===== config.mk =====
export PLATFORM = sky130hd
export DESIGN_NAME = uart_program_loader
export DESIGN_NICKNAME = d
export VERILOG_FILES = /design/src/rtl/uart_program_loader.sv
export SDC_FILE = /design/constraint.sdc
export NUM_CORES = 1
export LEC_CHECK = 0
export BUFFER_PORTS_ARGS = -buffer_cell sky130_fd_sc_hd__buf_2
export CORE_ASPECT_RATIO = 0.5
export CORE_UTILIZATION = 55
export DETAILED_ROUTE_END_ITERATION = 7
export PLACE_DENSITY = 0.85
export SYNTH_ARGS = -nofsm -noshare
export SYNTH_HDL_FRONTEND = slang
export SYNTH_SLANG_ARGS = --single-unit

===== constraint.sdc =====
create_clock -name CLK -period 3.6 [get_ports CLK]
set_input_delay 0.18 -clock CLK [delete_from_list [all_inputs] [get_ports CLK]]
set_output_delay 0.18 -clock CLK [all_outputs]
set_load 0.02 [all_outputs]

===== src/rtl/uart_program_loader.sv =====
// Program-load controller: halts the CPU on a load-button press, then streams a
// little-endian word count and that many little-endian words into instruction memory.
module uart_program_loader #(
  parameter int unsigned ADDR_W         = 8,
  parameter int unsigned TIMEOUT_CYCLES = 1_000_000
) (
  input  logic              CLK,
  input  logic              RESET,
  input  logic [7:0]        rx_data,
  input  logic              rx_valid,
  input  logic              wait_transport,
  output logic              imem_we,
  output logic [ADDR_W-1:0] imem_addr,
  output logic [15:0]       imem_wdata,
  output logic              cpu_hold,
  output logic              loading,
  output logic [ADDR_W:0]   prog_len,
  output logic              load_err
);

  typedef enum logic [2:0] {RUN, CNT_LO, CNT_HI, INS_LO, INS_HI, DONE, ERR} state_e;

  localparam logic [16:0] DEPTH = 17'(1) << ADDR_W;

  state_e            state_q, state_d;
  logic              btnCur_q, btnPrev_q;
  logic [7:0]        lowByte_q, lowByte_d;
  logic [ADDR_W:0]   index_q, index_d;
  logic [31:0]       timer_q, timer_d;
  logic              we_q, we_d;
  logic [ADDR_W-1:0] addr_q, addr_d;
  logic [15:0]       wdata_q, wdata_d;
  logic              hold_q, hold_d;
  logic              loading_q, loading_d;
  logic [ADDR_W:0]   progLen_q, progLen_d;
  logic              err_q, err_d;

  logic              btnEdge;
  logic              accepted;
  logic              timeoutHit;
  logic              loadState;
  logic [16:0]       countExt;
  logic [ADDR_W:0]   indexInc;

  assign btnEdge    = btnPrev_q & ~btnCur_q;
  assign accepted   = rx_valid & ~btnEdge;
  assign timeoutHit = (TIMEOUT_CYCLES != 32'd0) && (timer_q == 32'(TIMEOUT_CYCLES - 32'd1));
  assign loadState  = (state_q == CNT_LO) || (state_q == CNT_HI) ||
                      (state_q == INS_LO) || (state_q == INS_HI);
  assign countExt   = {1'b0, rx_data, lowByte_q};
  assign indexInc   = index_q + {{ADDR_W{1'b0}}, 1'b1};

  always_ff @(posedge CLK) begin
    if (!RESET) begin
      state_q   <= RUN;
      btnCur_q  <= 1'b1;
      btnPrev_q <= 1'b1;
      lowByte_q <= '0;
      index_q   <= '0;
      timer_q   <= '0;
      we_q      <= 1'b0;
      addr_q    <= '0;
      wdata_q   <= '0;
      hold_q    <= 1'b0;
      loading_q <= 1'b0;
      progLen_q <= '0;
      err_q     <= 1'b0;
    end else begin
      state_q   <= state_d;
      btnCur_q  <= wait_transport;
      btnPrev_q <= btnCur_q;
      lowByte_q <= lowByte_d;
      index_q   <= index_d;
      timer_q   <= timer_d;
      we_q      <= we_d;
      addr_q    <= addr_d;
      wdata_q   <= wdata_d;
      hold_q    <= hold_d;
      loading_q <= loading_d;
      progLen_q <= progLen_d;
      err_q     <= err_d;
    end
  end

  // A button edge overrides everything, including a byte arriving in the same cycle.
  always_comb begin
    state_d = state_q;
    if (btnEdge) begin
      state_d = CNT_LO;
    end else begin
      unique case (state_q)
        CNT_LO: if (rx_valid) state_d = CNT_HI;
                else if (timeoutHit) state_d = ERR;
        CNT_HI: if (rx_valid) begin
                  if (countExt == 17'd0)     state_d = DONE;
                  else if (countExt > DEPTH) state_d = ERR;
                  else                       state_d = INS_LO;
                end else if (timeoutHit) state_d = ERR;
        INS_LO: if (rx_valid) state_d = INS_HI;
                else if (timeoutHit) state_d = ERR;
        INS_HI: if (rx_valid) state_d = (indexInc == progLen_q) ? DONE : INS_LO;
                else if (timeoutHit) state_d = ERR;
        default: state_d = state_q;
      endcase
    end
  end

  // Outputs are registered from the next state so loading drops with the last write.
  always_comb begin
    lowByte_d = lowByte_q;
    index_d   = index_q;
    timer_d   = timer_q;
    we_d      = 1'b0;
    addr_d    = addr_q;
    wdata_d   = wdata_q;
    progLen_d = progLen_q;
    if (btnEdge) begin
      index_d   = '0;
      timer_d   = '0;
      progLen_d = '0;
    end else if (loadState) begin
      timer_d = accepted ? 32'd0 : timer_q + 32'd1;
      if (accepted && (state_q == CNT_LO || state_q == INS_LO)) lowByte_d = rx_data;
      if (accepted && state_q == CNT_HI && countExt <= DEPTH) progLen_d = countExt[ADDR_W:0];
      if (accepted && state_q == INS_HI) begin
        we_d    = 1'b1;
        addr_d  = index_q[ADDR_W-1:0];
        wdata_d = countExt[15:0];
        index_d = indexInc;
      end
    end
    hold_d    = (state_d != RUN);
    loading_d = (state_d == CNT_LO) || (state_d == CNT_HI) ||
                (state_d == INS_LO) || (state_d == INS_HI);
    err_d     = (state_d == ERR);
  end

  assign imem_we    = we_q;
  assign imem_addr  = addr_q;
  assign imem_wdata = wdata_q;
  assign cpu_hold   = hold_q;
  assign loading    = loading_q;
  assign prog_len   = progLen_q;
  assign load_err   = err_q;

endmodule


==> results.toml <==
[status]
outcome = "completed"

[yosys]
synth_top_area_share = 0.4599
yosys_most_used_dff = "dfxtp_1"
synth_area_sq_um = 3961
synth_common_cells = "91 x dfxtp_1, 77 x nand2_1, 61 x nor2_1, 37 x a21oi_1, 21 x xor2_1"
syn_nets = 485
synth_seq_area_share = 0.4599
ys_types = 48
async_flop_share = 0
avgSynthCellArea_sq_um = 8.410
ys_warn_count = 0
yosys-top-cells-area = "dfxtp_1 46%, nand2_1 7.3%, nor2_1 5.8%"
synth.most_common_cell = "dfxtp_1"
synth_edf_count = 0
synthCells = 471
ys_ff_latch = 91
yosysTopAreaCell = "dfxtp_1"

[cts]
clk_pin_slew_worst_paths_ps = 70
clk_latency_ps = 350
post_cts_resized = 0
cts_hold_buf = 0
clock_path_buffers = 2
cts_max_level = 3
cts_tree = "yes"
root_buffer = "clkbuf_16"
cts_buffers = 9
cts.sinks = 91
postCtsSetupRepairBufs = 0

[routing]
drtPass1Iterations = 4
drtIter0Drc = 255
vias_per_cell = 5.711
wirelength_um = 8678
num_vias = 3472
drc = 0
drtAntennaViolNets = 0
wire_per_inst_um = 14.27

[setup_path]
cp_data_required_time_ps = 3830
path_max_fanout = 9
startpoint_type = "flop"
slowest_delay_ps = 500
cp_cell_sequence = "nand2_1, o21a_1, or4b_1, a2111o_1, or3_1, a21bo_1, mux2_4"
cp-end-kind = "flop"
critPathArrivalTime_ps = 3110
crit_type = "reg2reg"
crit_family = "simple AND/OR/NAND/NOR gates"
crit_buf_inv = 0
critPathSlowestCell = "or4b_1"

[timing]
fin_skew_ps = 9.853
tightestPinTransition_ps = 963.5
finalHoldViolations = 0
tns_ps = 0
maxSlewViolCount = 0
min_period_over_period = 0.8007
slew_headroom = 0.3537
max_freq_mhz = 346.9
min_period_ps = 2882
setup_ws_ps = 717.5
rsz0062_at_grt = "false"
finalSetupViolCount = 0

[power_and_ir_drop]
powerDensity_nw_per_um2 = 437.6
totalPowerFinal_mw = 1.981
power_frac_seq = 0.516
switching_share = 0.2282
power_frac_clock = 0.445
p_int_mw = 1.529
leakage_nw = 1.773
pwr-share-comb = 0.039
p_switching_mw = 0.4522
ir_drop_uv = 330.3

[floorplanning]
die_y_um = 62.01
dieArea_sq_um = 7566
start_util = 0.5799
die_w_um = 122.0
io_pins = 49
core.rowCount = 21
fp.coreArea_sq_um = 6832

[global_routing]
grt_pass1_wl_um = 13720
antenna_found_initial = 0
grt_max_degree = 36
grt_overflow = 0
grt_usage = 0.2391
grt_pass1_vias = 3007

[place]
place.gp.congestion = 0.8939
dp_cells = 592
pre_cts_ws_ps = 777.3
io_buffers = 48
dp_hpwl_um = 5747

[final_layout]
area_delta_synth_final_pct = 14.31
fin_nets = 525
fin_cells = 608
layout-drive-gt1-share = 0.1376
final_core_util = 0.6628
antenna_cells = 0

[flow_run]
timing.max_cap.violations = 0

[hold_path]
hold_path.class = "in2reg"
[placed cells by master, fill, tap and decap left out, types with 15 or more instances in the layout]
| cell | count |
|---|---|
| xnor2_1 | 15 |
| mux2i_1 | 18 |
| nand3_1 | 18 |
| a21oi_1 | 37 |
| xor2_1 | 21 |
| nand2_1 | 77 |
| dfxtp_1 | 91 |
| nor2_1 | 61 |
| buf_2 | 48 |
[cell type report]
cell class                      instances  area (sq um)
Clock buffer                           11         242.7
Clock inverter                          5         37.54
Sequential cell                        91          1822
Inverter                                4         15.01
Fill cell                             576          2303
Timing Repair Buffer                   51         262.8
Tap cell                               92         115.1
Multi-Input combinational cell        354          2033
[registers in the layout, indices dropped and copies added (netlist names)]
name	flops
imem_we	1
load_err	1
prog_len	9
timer_q	32
state_q	3
imem_addr	8
imem_wdata	16
btnCur_q	1
cpu_hold	1
loading	1
lowByte_q	8
btnPrev_q	1
index_q	9
[power by group through the flow]
stage	logic (mW)	registers [mW]	clock network, mW
finish	0.0775	1.02	0.881
global route	0.0850	1.02	0.941
CTS	0.0774	1.02	0.892
detailed placement	0.0766	1.04	0
global placement	0.0751	1.04	0
floorplan	0.0511	1.05	0
[worst register-to-register path, delay by kind of cell, from the launching register on]
kind	cells	cell delay [ps]
simple gates	3	1080
flops	1	490
mux	1	300
compound gates	3	900
[logic make-up (layout without fill, tap and decap cells)]
group / count (synthesis) / after routing / synth area share
compound gates: 71 / 71 / 0.1064
xor+xnor: 36 / 36 / 0.07960
fa+ha+maj: 2 / 2 / 0.006316
buf+inv: 26 / 71 / 0.02684
flops: 91 / 91 / 0.4599
mux: 19 / 19 / 0.04927
simple gates: 226 / 226 / 0.2716
[metal layers]
layer  vias to the layer above  wire length [um]  global-route usage
li1                       1710                 -                   -
met1                      1630              4030              0.2928
met2                       105              3882              0.3890
met3                        27               512             0.08212
met4                         0               253              0.1146
met5                         -                 0                   0
[per-stage QoR]
stage / cell area [sq um] / hold WS [ps]
after global placement: 4248 / 366.3
after global routing: 4528 / 7.784
after CTS: 4528 / 4.271
final: 4528 / 7.868
after detailed placement: 4248 / 363.4
after floorplan: 3961 / 253.0
[final timing paths]
check	startpoint	endpoint	slack, ps	depth (start not counted)
hold reg to reg	imem_wdata[4]	imem_wdata[4]	450	2
setup reg to reg	index_q[2]	loading	720	7
hold / removal	wait_transport	btnCur_q	8	2
setup / recovery	index_q[2]	loading	720	7
Power figures use the tool's default switching activity.
